--- config.mk ---
export PLATFORM = sky130hd
export DESIGN_NAME = axis_fifo_wr_arbiter_flat
export DESIGN_NICKNAME = d
export VERILOG_FILES = /design/src/rtl/axis_fifo_wr_arbiter_pkg.sv /design/src/rtl/axis_fifo_wr_arbiter_if.sv /design/src/rtl/axis_fifo_wr_arbiter_skid_buf.sv /design/src/rtl/axis_fifo_wr_arbiter.sv /design/src/flat_wrapper.sv
export SDC_FILE = /design/constraint.sdc
export NUM_CORES = 1
export LEC_CHECK = 0
export BUFFER_PORTS_ARGS = -buffer_cell sky130_fd_sc_hd__buf_2
export CORE_MARGIN = 8
export CORE_UTILIZATION = 47
export CTS_CLUSTER_DIAMETER = 200
export DETAILED_ROUTE_END_ITERATION = 12
export PLACE_DENSITY_LB_ADDON = 0.3
export SLEW_MARGIN = 0
export SYNTH_ARGS = -nofsm -noshare
export SYNTH_HDL_FRONTEND = slang
export SYNTH_SLANG_ARGS = --single-unit
--- constraint.sdc ---
create_clock -name clk -period 2.3 [get_ports clk]
set_input_delay 0.46 -clock clk [delete_from_list [all_inputs] [get_ports clk]]
set_output_delay 0.46 -clock clk [all_outputs]
set_load 0.1 [all_outputs]
--- src/rtl/axis_fifo_wr_arbiter_pkg.sv ---
//------------------------------------------------------------------------------
// Module  : axis_arb_pkg
// Purpose : Shared types and helpers for the AXI-stream FIFO write arbiter.
//           - arb_state_e : arbiter FSM states
//           - grant_w()   : width of a source index for a given source count
//           - rr_pick()   : round-robin selection starting after the last grant
// Ports   : none (package)
// Rev     : 1.0  initial release
//------------------------------------------------------------------------------
`timescale 1ns/1ps
`default_nettype none

package axis_arb_pkg;

  // Upper bound on the number of sources; rr_pick works on vectors of this size.
  localparam int MaxSrc    = 8;
  localparam int MaxGrantW = 3;

  typedef enum logic [0:0] {
    IDLE = 1'b0,
    BUSY = 1'b1
  } arb_state_e;

  // Width of a source index; never less than one bit.
  function automatic int grant_w(input int num_src);
    return (num_src < 2) ? 1 : $clog2(num_src);
  endfunction

  // Returns the first index with valid set, searching last_grant+1,
  // last_grant+2, ... modulo num_src. If nothing is valid, last_grant is
  // returned unchanged (callers only use the result when something is valid).
  function automatic int rr_pick(
    input logic [MaxSrc-1:0] valid,
    input int                last_grant,
    input int                num_src
  );
    int   pick;
    int   idx;
    logic found;
    pick  = last_grant;
    found = 1'b0;
    for (int i = 1; i <= MaxSrc; i++) begin
      idx = (last_grant + i) % num_src;
      if (!found && (i <= num_src) && valid[idx[MaxGrantW-1:0]]) begin
        pick  = idx;
        found = 1'b1;
      end
    end
    return pick;
  endfunction

endpackage

`default_nettype wire

--- src/rtl/axis_fifo_wr_arbiter_if.sv ---
//------------------------------------------------------------------------------
// Module  : axis_fifo_wr_arbiter_if
// Purpose : Stream bundle between the NumSrc sources, the arbiter and the
//           FIFO write port.
// Ports   : srcData/srcValid/srcLast  per-source stream into the arbiter
//           srcReady                  per-source ready from the arbiter
//           writeData/Valid/Last      merged stream towards the FIFO
//           writeDataReady            FIFO back-pressure
// Modports: master - arbiter side; slave - sources + FIFO side
// Rev     : 1.0  initial release
//------------------------------------------------------------------------------
`timescale 1ns/1ps
`default_nettype none

interface axis_fifo_wr_arbiter_if #(
  parameter int DataWidth = 32,
  parameter int NumSrc    = 2
);

  logic [NumSrc-1:0][DataWidth-1:0] srcData;
  logic [NumSrc-1:0]                srcValid;
  logic [NumSrc-1:0]                srcLast;
  logic [NumSrc-1:0]                srcReady;

  logic [DataWidth-1:0]             writeData;
  logic                             writeDataValid;
  logic                             writeDataLast;
  logic                             writeDataReady;

  modport master (
    input  srcData, srcValid, srcLast, writeDataReady,
    output srcReady, writeData, writeDataValid, writeDataLast
  );

  modport slave (
    output srcData, srcValid, srcLast, writeDataReady,
    input  srcReady, writeData, writeDataValid, writeDataLast
  );

endinterface

`default_nettype wire

--- src/rtl/axis_fifo_wr_arbiter_skid_buf.sv ---
//------------------------------------------------------------------------------
// Module  : axis_skid_buf
// Purpose : Two-entry skid buffer. Output data/valid come straight from
//           registers; in_ready_o is registered and is high while at most one
//           entry is occupied, so a source sampling it late can still land one
//           more beat without overflow.
// Ports   : clk, rst_n          clock, asynchronous active-low reset
//           in_data_i/valid_i   upstream beat
//           in_ready_o          registered space-available
//           out_data_o/valid_o  head entry
//           out_ready_i         downstream ready
// Rev     : 1.0  initial release
//------------------------------------------------------------------------------
`timescale 1ns/1ps
`default_nettype none

module axis_skid_buf #(
  parameter int Width = 33
) (
  input  wire logic             clk,
  input  wire logic             rst_n,
  input  wire logic [Width-1:0] in_data_i,
  input  wire logic             in_valid_i,
  output logic                  in_ready_o,
  output logic [Width-1:0]      out_data_o,
  output logic                  out_valid_o,
  input  wire logic             out_ready_i
);

  logic [Width-1:0] head_q, head_d;
  logic [Width-1:0] tail_q, tail_d;
  logic [1:0]       count_q, count_d;
  logic             ready_q, ready_d;
  logic             valid_q, valid_d;
  logic             push;
  logic             pop;

  assign push = in_valid_i && ready_q;
  assign pop  = valid_q && out_ready_i;

  always_comb begin
    head_d  = head_q;
    tail_d  = tail_q;
    count_d = count_q;
    case ({push, pop})
      2'b10: begin
        if (count_q == 2'd0) head_d = in_data_i;
        else                 tail_d = in_data_i;
        count_d = count_q + 2'd1;
      end
      2'b01: begin
        head_d  = tail_q;
        count_d = count_q - 2'd1;
      end
      2'b11: begin
        // Occupancy unchanged; the queue shifts by one when two are held.
        if (count_q == 2'd2) begin
          head_d = tail_q;
          tail_d = in_data_i;
        end else begin
          head_d = in_data_i;
        end
      end
      default: begin
      end
    endcase
    ready_d = (count_d != 2'd2);
    valid_d = (count_d != 2'd0);
  end

  always_ff @(posedge clk or negedge rst_n) begin
    if (!rst_n) begin
      head_q  <= '0;
      tail_q  <= '0;
      count_q <= 2'd0;
      ready_q <= 1'b1;
      valid_q <= 1'b0;
    end else begin
      head_q  <= head_d;
      tail_q  <= tail_d;
      count_q <= count_d;
      ready_q <= ready_d;
      valid_q <= valid_d;
    end
  end

  assign in_ready_o  = ready_q;
  assign out_data_o  = head_q;
  assign out_valid_o = valid_q;

endmodule

`default_nettype wire

--- src/rtl/axis_fifo_wr_arbiter.sv ---
//------------------------------------------------------------------------------
// Module  : axis_fifo_wr_arbiter
// Purpose : Packet-level round-robin arbiter sharing one AXI-stream FIFO
//           write port between NumSrc sources. A grant is held until the
//           granted source's last beat is accepted, so packets are never
//           interleaved. The merged stream leaves through a 2-entry skid
//           buffer, making writeData/Valid/Last registered.
// Ports   : clk, rst_n     clock, asynchronous active-low reset
//           arbEnable_i    allows new grants (in-flight packet always finishes)
//           bus            stream bundle (master modport)
//           grantIdx_o     current / last granted source
//           busy_o         high while a packet is being transferred
//           pktCount_o     packets fully accepted into the skid buffer (wraps)
//           beatCount_o    beats accepted in the current packet
// Rev     : 1.0  initial release
//------------------------------------------------------------------------------
`timescale 1ns/1ps
`default_nettype none

module axis_fifo_wr_arbiter
  import axis_arb_pkg::*;
#(
  parameter  int DataWidth = 32,
  parameter  int NumSrc    = 2,
  parameter  int CntWidth  = 16,
  localparam int GrantW    = grant_w(NumSrc)
) (
  input  wire logic              clk,
  input  wire logic              rst_n,
  input  wire logic              arbEnable_i,
  axis_fifo_wr_arbiter_if.master bus,
  output logic [GrantW-1:0]      grantIdx_o,
  output logic                   busy_o,
  output logic [CntWidth-1:0]    pktCount_o,
  output logic [CntWidth-1:0]    beatCount_o
);

  arb_state_e          state_q, state_d;
  logic [GrantW-1:0]   grant_q, grant_d;
  logic [GrantW-1:0]   last_grant_q, last_grant_d;
  logic [CntWidth-1:0] pkt_cnt_q, pkt_cnt_d;
  logic [CntWidth-1:0] beat_cnt_q, beat_cnt_d;

  logic [NumSrc-1:0]    src_ready;
  logic [MaxSrc-1:0]    valid_ext;
  logic [DataWidth-1:0] sel_data;
  logic                 sel_valid;
  logic                 sel_last;
  logic                 skid_in_valid;
  logic                 skid_ready;
  logic                 beat_accept;
  logic [DataWidth:0]   skid_out;

  // Granted source's stream; only meaningful while BUSY.
  assign sel_data      = bus.srcData[grant_q];
  assign sel_valid     = bus.srcValid[grant_q];
  assign sel_last      = bus.srcLast[grant_q];
  assign skid_in_valid = (state_q == BUSY) && sel_valid;
  assign beat_accept   = skid_in_valid && skid_ready;

  always_comb begin
    valid_ext              = '0;
    valid_ext[NumSrc-1:0]  = bus.srcValid;
  end

  always_comb begin
    state_d      = state_q;
    grant_d      = grant_q;
    last_grant_d = last_grant_q;
    pkt_cnt_d    = pkt_cnt_q;
    beat_cnt_d   = beat_cnt_q;
    src_ready    = '0;
    case (state_q)
      IDLE: begin
        // Arbitration bubble: the winner is registered here and served from
        // the next cycle on.
        if (arbEnable_i && (|bus.srcValid)) begin
          grant_d = GrantW'(rr_pick(valid_ext, int'(last_grant_q), NumSrc));
          state_d = BUSY;
        end
      end
      BUSY: begin
        src_ready[grant_q] = skid_ready;
        if (beat_accept) begin
          beat_cnt_d = beat_cnt_q + CntWidth'(1);
          if (sel_last) begin
            pkt_cnt_d    = pkt_cnt_q + CntWidth'(1);
            last_grant_d = grant_q;
            beat_cnt_d   = '0;
            state_d      = IDLE;
          end
        end
      end
      default: begin
        state_d = IDLE;
      end
    endcase
  end

  always_ff @(posedge clk or negedge rst_n) begin
    if (!rst_n) begin
      state_q      <= IDLE;
      grant_q      <= '0;
      // Start "after" the highest index so source 0 wins the first round.
      last_grant_q <= GrantW'(NumSrc - 1);
      pkt_cnt_q    <= '0;
      beat_cnt_q   <= '0;
    end else begin
      state_q      <= state_d;
      grant_q      <= grant_d;
      last_grant_q <= last_grant_d;
      pkt_cnt_q    <= pkt_cnt_d;
      beat_cnt_q   <= beat_cnt_d;
    end
  end

  axis_skid_buf #(
    .Width (DataWidth + 1)
  ) u_skid (
    .clk         (clk),
    .rst_n       (rst_n),
    .in_data_i   ({sel_last, sel_data}),
    .in_valid_i  (skid_in_valid),
    .in_ready_o  (skid_ready),
    .out_data_o  (skid_out),
    .out_valid_o (bus.writeDataValid),
    .out_ready_i (bus.writeDataReady)
  );

  assign bus.srcReady      = src_ready;
  assign bus.writeData     = skid_out[DataWidth-1:0];
  assign bus.writeDataLast = skid_out[DataWidth];

  assign grantIdx_o  = grant_q;
  assign busy_o      = (state_q == BUSY);
  assign pktCount_o  = pkt_cnt_q;
  assign beatCount_o = beat_cnt_q;

endmodule

`default_nettype wire

--- src/flat_wrapper.sv ---
// flat-port wrapper written by rule: the top's interface ports become plain ports
module axis_fifo_wr_arbiter_flat import axis_arb_pkg::*;
#(
  parameter  int DataWidth = 32,
  parameter  int NumSrc    = 2,
  parameter  int CntWidth  = 16,
  localparam int GrantW    = grant_w(NumSrc)
)
  (clk, rst_n, arbEnable_i, grantIdx_o, busy_o, pktCount_o, beatCount_o, bus_srcData, bus_srcValid, bus_srcLast, bus_writeDataReady, bus_srcReady, bus_writeData, bus_writeDataValid, bus_writeDataLast);
  axis_fifo_wr_arbiter_if #(.DataWidth(DataWidth), .NumSrc(NumSrc)) bus_i ();
  input  wire logic clk;
  input  wire logic rst_n;
  input  wire logic arbEnable_i;
  output logic [GrantW-1:0] grantIdx_o;
  output logic busy_o;
  output logic [CntWidth-1:0] pktCount_o;
  output logic [CntWidth-1:0] beatCount_o;
  input wire logic [$bits(bus_i.srcData)-1:0] bus_srcData;
  input wire logic [$bits(bus_i.srcValid)-1:0] bus_srcValid;
  input wire logic [$bits(bus_i.srcLast)-1:0] bus_srcLast;
  input wire logic [$bits(bus_i.writeDataReady)-1:0] bus_writeDataReady;
  output wire logic [$bits(bus_i.srcReady)-1:0] bus_srcReady;
  output wire logic [$bits(bus_i.writeData)-1:0] bus_writeData;
  output wire logic [$bits(bus_i.writeDataValid)-1:0] bus_writeDataValid;
  output wire logic [$bits(bus_i.writeDataLast)-1:0] bus_writeDataLast;
  assign bus_i.srcData = bus_srcData;
  assign bus_i.srcValid = bus_srcValid;
  assign bus_i.srcLast = bus_srcLast;
  assign bus_i.writeDataReady = bus_writeDataReady;
  assign bus_srcReady = bus_i.srcReady;
  assign bus_writeData = bus_i.writeData;
  assign bus_writeDataValid = bus_i.writeDataValid;
  assign bus_writeDataLast = bus_i.writeDataLast;
  axis_fifo_wr_arbiter #(.DataWidth(DataWidth), .NumSrc(NumSrc), .CntWidth(CntWidth)) u_core (.clk(clk), .rst_n(rst_n), .arbEnable_i(arbEnable_i), .bus(bus_i), .grantIdx_o(grantIdx_o), .busy_o(busy_o), .pktCount_o(pktCount_o), .beatCount_o(beatCount_o));
endmodule
==> results of run 1 <==
[path summary, 6_finish.rpt]
kind | end | cells past startpoint | startpoint | slack, ps
max in group asynchronous | u_core.u_skid.out_data_o[31]$_DFFE_PN0P_ | 2 | rst_n | 1500
min in group clk | u_core.busy_o$_DFF_PN0_ | 3 | arbEnable_i | 380
max | bus_srcReady[0] | 3 | u_core.grantIdx_o$_DFFE_PN0P_ | 170
min reg2reg | u_core.pktCount_o[15]$_DFFE_PN0P_ | 1 | u_core.pktCount_o[15]$_DFFE_PN0P_ | 480
min | u_core.beatCount_o[12]$_DFFE_PN0P_ | 1 | rst_n | 100
max reg2reg | u_core.u_skid.out_data_o[6]$_DFFE_PN0P_ | 8 | u_core.grantIdx_o$_DFFE_PN0P_ | 180
[cells in the final DEF (no fill, tap or decap), types with 4 or more instances in the layout]
cell and instances:
a21oi_1 37, a22oi_1 33, a41oi_1 4, and3_1 7, buf_12 5, buf_2 139, buf_4 14, clkbuf_8 9
dfrtp_1 100, ha_1 4, mux2_2 65, nand2_1 26, nand3_1 14, nand4_1 12, nor2_1 38, o21ai_0 17
o31ai_1 7, xnor2_1 15
[routing by layer]
| metal | track usage (%) | vias up | wire [um] |
|---|---|---|---|
| met5 | 0 | - | 0 |
| met4 | 4.53 | 0 | 85 |
| met3 | 3.66 | 6 | 548 |
| met2 | 29.4 | 101 | 6350 |
| met1 | 22.3 | 1957 | 5400 |
| li1 | - | 1946 | - |
[layout make-up]
type	instances	share of cell area, %
clock buffer	9	1.98
clock inverter	7	1.02
inverter	3	0.180
multi-input combinational	321	37.3
sequential	105	42.3
tap	140	2.81
timing repair buffer	158	14.4
[flip-flops by register name, indices dropped and copies added, names as in the netlist]
register and count:
u_core.grantIdx_o 1, u_core.beatCount_o 16, u_core.busy_o 1, u_core.u_skid.count_q 2
u_core.u_skid.out_data_o 33, u_core.last_grant_q 1, u_core.u_skid.out_valid_o 1, u_core.pktCount_o 16
u_core.u_skid.tail_q 33, u_core.u_skid.in_ready_o 1
[stage by stage]
stage / hold WS (ps) / utilization [%] / setup slack [ps] / TNS, ps / cells
2_1_floorplan: 164 / - / -58.7 / -58.7 / 461
3_3_place_gp: 463 / 56.9 / 231 / 0 / 727
3_5_place_dp: 469 / 56.9 / 184 / 0 / 727
4_1_cts: 114 / 58.6 / 143 / 0 / 743
5_1_grt: 141 / 58.6 / 45.3 / 0 / 743
6_report: 101 / 58.6 / 171 / 0 / 743
[kinds of logic after synthesis]
kind of cell / count (synthesis) / share of synthesized area [%]
AO/OA/AOI/OAI: 107 / 13.4
AND/OR/NAND/NOR: 120 / 11.5
adder cells (fa/ha/maj): 6 / 1.49
multiplexers: 70 / 15.5
XOR/XNOR: 18 / 3.12
buffers and inverters: 35 / 3.00
flip-flops: 105 / 52.0
==> results.md, run 1 <==
* Skew-Pair Late Insertion Delay at 370 ps
* Postcts setup bufs at 0
* Final period utilization at 92.5%
* Avg Inst Size Synth at 11.0 um2
* Unrepaired setup endpoints after global routing: no
* First-pass GRT wire length at 20700 um
* Dominant cell type by area after synthesis: dfrtp_1
* CTS Sinks at 105
* Syn Inst Count at 461
* Routed wire per std cell at 16.7 um
* Worst Path Required at 1840 ps
* Vias in the first global route at 4104
* Max Cap Viol at 0
* Slew margin rel. at 57.4%
* Core area at 10700 um2
* Share of cells above drive strength 1 at 42.5%
* Final setup fails at 0
* Ant diodes at 0
* Status: complete, no violations
* Row cnt at 38
* Fin nets at 676
* Design area at 6240 um2
* Gr usage total at 17.4%
* Vias/cell at 5.40
* Placed inst area at 6060 um2
* Post-synth EDFFs at 0
* DRT antenna net count at 0
* Syn Nets at 539
* Port bufs at 141
* Register area at 2640 um2
* Crit path cell chain: buf_4 > nor2_2 > buf_2
* Largest net degree at the start of global routing at 50
* CP max-delay cell: dfrtp_4
* Slew at the pin closest to its max-slew limit at 634 ps
* Seq cells post-synth at 105
* Fillers at 930
* Buffers & Inverters on Critical Path at 2
* Ports at 142
* Most used DFF post-synth: dfrtp_1
* Die height at 120 um
* Cts bufs inserted at 9
* DP HPWL at 9080 um
* Cts hold-fix bufs at 0
* Detailed-route via count at 4010
* Initial antenna violation count at 0
* Worst Setup Path Type: register to output pin
* Crit start category: register
* H-tree levels at 3
* Final Critical Period at 2130 ps
* DRT iter0 DRCs at 302
* CP max stage delay at 500 ps
* Ys Warns at 0
* Ranking of synthesized cells by area: dfrtp_1 (51%), mux2_2 (14%), a22oi_1 (4.9%)
* WL final at 12400 um
* Die area at 14300 um2
* Initial core utilization at 47.5%
* Count of final hold-check violations at 0
* Routability cong. at 0.831
* Total gr overflow at 0
* Worst Path Max Fanout at 19
* Crit path DAT at 1670 ps
* Root Driver: clkbuf_8
* F_max at 470 MHz
* DR DRC count at 0
* Worst Setup End Kind: output pin
* Post-cts resize count at 0
* Area growth syn-to-layout at 23.5%
* Clock skew at 12.9 ps
* 1st-pass router iterations at 4
* Synth Cell Area at 5050 um2
* Count leader, synth: dfrtp_1
* Netlist cell types at 38
* Multi-input logic area at 2330 um2
* Slew Limit Fails at 0
* CP top delay family: buffers and inverters
* Worst-path clk slew at 100 ps
* Post-synth top cells: dfrtp_1 (103), mux2_2 (65), nor2_1 (40)
* Die boundary width at 120 um
* Sequential share of the synthesized area at 52.0%
* Asr flop ratio synth at 100%
* CTS max path bufs at 2
* Yosys top cell area share at 51.0%
* Hold Path Class: primary input to asynchronous set/reset pin
* TritonCTS clock tree: done
Power of run 1 is not shown: default switching activity piles up to over one toggle a cycle in this logic, so the estimate is an artifact.
==> run 2, diff against run 1 <==
--- a/config.mk
+++ b/config.mk
@@ -5,12 +5,14 @@
 export SDC_FILE = /design/constraint.sdc
 export NUM_CORES = 1
 export LEC_CHECK = 0
+export ABC_AREA = 1
 export BUFFER_PORTS_ARGS = -buffer_cell sky130_fd_sc_hd__buf_2
 export CORE_MARGIN = 8
-export CORE_UTILIZATION = 47
+export CORE_UTILIZATION = 48
 export CTS_CLUSTER_DIAMETER = 200
 export DETAILED_ROUTE_END_ITERATION = 12
 export PLACE_DENSITY_LB_ADDON = 0.3
+export SETUP_SLACK_MARGIN = 0.4
 export SLEW_MARGIN = 0
 export SYNTH_ARGS = -nofsm -noshare
 export SYNTH_HDL_FRONTEND = slang
==> run 2 against run 1 <==
Compared with the run above: global-route usage up 0.95 points; sequential cell count unchanged; worst setup slack better by 220 ps; final cell count up 41%; wire length up 24%; non-clock buffer count up 13; critical endpoint is now u_core.u_skid.tail_q[0]$_DFFE_PN0P_.
==> results.md, run 2 <==
* Final Critical Period at 1900 ps (was 2130 ps)
* Worst R2R Path Depth at 10 (was 8)
* Worst path depth at 10 (was 3)
* Power Density at 1680 nW/um2
* Vias/cell at 5.02 (was 5.40)
* Die height at 122 um (was 120 um)
* Die boundary width at 122 um (was 120 um)
* Met3 capacity usage during global routing at 4.42% (was 3.66%)
* Clock skew at 8.82 ps (was 12.9 ps)
* Worst Path Required at 2520 ps (was 1840 ps)
* Ant diodes at 0 (unchanged)
* First-pass GRT wire length at 22600 um (was 20700 um)
* CP max stage delay at 540 ps (was 500 ps)
* Dominant cell type by area after synthesis: dfrtp_1 (unchanged)
* Unrepaired setup endpoints after global routing: yes (was no)
* Detailed-route via count at 5259 (was 4010)
* Worst Path Max Fanout at 16 (was 19)
* Crit path cell chain: clkinv_8 > nand2_4 > inv_2 > nor2_4 > ha_4 > o21ai_2 > a21boi_4 > buf_12 > buf_6 > o21ai_1 (was buf_4 > nor2_2 > buf_2)
* Cts bufs inserted at 9 (unchanged)
* Count of final hold-check violations at 0 (unchanged)
* Slew Limit Fails at 0 (unchanged)
* DR DRC count at 0 (unchanged)
* Ys Warns at 0 (unchanged)
* CTS Sinks at 105 (unchanged)
* Core area at 11200 um2 (was 10700 um2)
* Count leader, synth: nand2_1 (was dfrtp_1)
* Initial core utilization at 48.5% (was 47.5%)
* Met2 Use GR at 30.7% (was 29.4%)
* Slew at the pin closest to its max-slew limit at 556 ps (was 634 ps)
* WL final at 15300 um (was 12400 um)
* Area growth syn-to-layout at 30.2% (was 23.5%)
* Row cnt at 39 (was 38)
* Crit path DAT at 2120 ps (was 1670 ps)
* Total gr overflow at 0 (unchanged)
* Top Usage Layer GRT: met2 (unchanged)
* 1st-pass router iterations at 7 (was 4)
* Worst Setup Path Type: register to register (was register to output pin)
* F_max at 525 MHz (was 470 MHz)
* Commonest non-fill, non-tap cell in the layout: nand2_1 (was buf_2)
* Final period utilization at 82.8% (was 92.5%)
* H-tree levels at 3 (unchanged)
* Syn Inst Count at 747 (was 461)
* Ranking of synthesized cells by area: dfrtp_1 (47%), nand2_1 (24%), inv_1 (4.7%) (was dfrtp_1 (51%), mux2_2 (14%), a22oi_1 (4.9%))
* Gr usage total at 18.4% (was 17.4%)
* Seq cells post-synth at 105 (unchanged)
* CP max-delay cell: dfrtp_4 (unchanged)
* Final setup fails at 0 (unchanged)
* CTS max path bufs at 2 (unchanged)
* Vias in the first global route at 4883 (was 4104)
* TritonCTS clock tree: done (unchanged)
* Final Worst Setup Slack at 396 ps (was 171 ps)
* DP HPWL at 9830 um (was 9080 um)
* Worst Setup End Kind: register (was output pin)
* Max Cap Viol at 0 (unchanged)
* Post-synth top cells: nand2_1 (353), dfrtp_1 (103), inv_1 (68) (was dfrtp_1 (103), mux2_2 (65), nor2_1 (40))
* Cts hold-fix bufs at 0 (unchanged)
* Ports at 142 (unchanged)
* Largest net degree at the start of global routing at 67 (was 50)
* Routability cong. at 0.800 (was 0.831)
* Buffers & Inverters on Critical Path at 4 (was 2)
* Sequential share of the synthesized area at 48.3% (was 52.0%)
* CP top delay family: flip-flops (was buffers and inverters)
* Yosys top cell area share at 47.3% (was 51.0%)
* Total power at 11.9 mW
* Crit start category: register (unchanged)
* M1 GR Usage at 24.0% (was 22.3%)
* Root Driver: clkbuf_16 (was clkbuf_8)
* Pre-CTS setup slack at 229 ps (was 184 ps)
* Hold Path Class: primary input to asynchronous set/reset pin (unchanged)
* Skew-Pair Late Insertion Delay at 340 ps (was 370 ps)
* Worst-path clk slew at 80 ps (was 100 ps)
* Status: complete, no violations (unchanged)
* DRT iter0 DRCs at 358 (was 302)
* Routed wire per std cell at 14.6 um (was 16.7 um)
* Worst VDD drop at 0.00146 V
* Leak at 3.85 nW
* Most frequent cells in the layout: nand2_1 (348), buf_2 (137), dfrtp_1 (94) (was buf_2 (139), dfrtp_1 (100), mux2_2 (65))
* Asr flop ratio synth at 100% (unchanged)
* Port bufs at 141 (unchanged)
* DRT antenna net count at 0 (unchanged)
* Fin nets at 977 (was 676)
* Avg Inst Size Synth at 7.29 um2 (was 11.0 um2)
* Synth Cell Area at 5440 um2 (was 5050 um2)
* Share of cells above drive strength 1 at 25.9% (was 42.5%)
* Slew margin rel. at 62.8% (was 57.4%)
* TNS Setup at 0 ps (unchanged)
* Most used DFF post-synth: dfrtp_1 (unchanged)
* Die area at 15000 um2 (was 14300 um2)
* Post-synth EDFFs at 0 (unchanged)
* Syn Nets at 825 (was 539)
* Initial antenna violation count at 0 (unchanged)
* Netlist cell types at 28 (was 38)
run 2: cell count changes after synthesis, sizes merged, moves of 7 or more:
cell and change:
mux2 -65, xnor2 -12, a22oi -33, inv +71, clkbuf -8, nand2 +328
o21ai +59, o31ai -7, and3 -8, a21oi -29
run 2: routing by layer:
layer	routed length [um]	part of all wire [%]	vias to the layer above
met5	0	0	-
met4	186	1.2	0
met3	1180	7.7	17
met2	7180	47	170
met1	6760	44	2456
li1	-	-	2616
run 2: worst paths after layout:
| check | start | to | slack [ps] |
|---|---|---|---|
| max in group asynchronous | rst_n | u_core.u_skid.in_ready_o$_DFF_PN1_ | 1620 |
| min reg2reg | u_core.u_skid.out_data_o[3]$_DFFE_PN0P_ | u_core.u_skid.out_data_o[3]$_DFFE_PN0P_ | 480 |
| max reg2reg | u_core.grantIdx_o$_DFFE_PN0P_ | u_core.u_skid.tail_q[0]$_DFFE_PN0P_ | 400 |
| min in group clk | bus_srcValid[0] | u_core.grantIdx_o$_DFFE_PN0P_ | 380 |
| max | u_core.grantIdx_o$_DFFE_PN0P_ | u_core.u_skid.tail_q[0]$_DFFE_PN0P_ | 400 |
| min | rst_n | u_core.u_skid.tail_q[10]$_DFFE_PN0P_ | 60 |
run 2: worst reg2reg max path: cells and delay by family (launching register included):
| family | cells | cell delay, ps |
|---|---|---|
| and+or+nand+nor | 2 | 110 |
| DFF | 1 | 540 |
| AOI/OAI and AO/OA | 3 | 440 |
| adders and majority gates | 1 | 170 |
| buffers and inverters | 4 | 510 |
run 2: power by group:
| group | total [mW] | internal (mW) | switching (mW) |
|---|---|---|---|
| clock network | 1.51 | 0.764 | 0.750 |
| logic | 7.43 | 1.96 | 5.47 |
| registers | 2.98 | 2.58 | 0.398 |
| total | 11.9 | 5.30 | 6.62 |
run 2: per-stage QoR:
stage | utilization (%) | hold slack [ps] | cell area [um2] | instances
finish | 63.2 | 59.2 | 7090 | 1047
global route | 63.2 | 87.1 | 7090 | 1047
CTS | 60.3 | 73.9 | 6760 | 1031
detailed placement | 57.4 | 440 | 6440 | 1015
global placement | 57.4 | 433 | 6440 | 1015
floorplan | - | 164 | 5600 | 747
run 2: final cells by class:
class / count / area, um2
Clock inverter: 7 / 70.1
Clock buffer: 9 / 225
Tap cell: 143 / 179
Fill cell: 1028 / 4130
Sequential cell: 105 / 2650
Multi-Input combinational cell: 538 / 2490
Timing Repair Buffer: 171 / 1180
Inverter: 74 / 303
run 2: logic make-up (layout without fill, tap and decap cells):
logic type | count (synthesis) | count (layout) | share of synthesized area, %
and+or+nand+nor | 435 | 435 | 32.2
DFF | 105 | 105 | 48.3
buffers and inverters | 104 | 261 | 8.25
AOI/OAI and AO/OA | 88 | 88 | 8.41
xor gates and xnor gates | 9 | 9 | 1.45
adders and majority gates | 6 | 6 | 1.38
run 2: timing repair:
item	4_1_cts	5_1_grt
pin swaps	0	4
gates resized for setup	8	22
buffers inserted	0	6
cloned	0	10
endpoints found under the setup margin	35	79
Note: power is estimated with default switching activity, not from simulation.
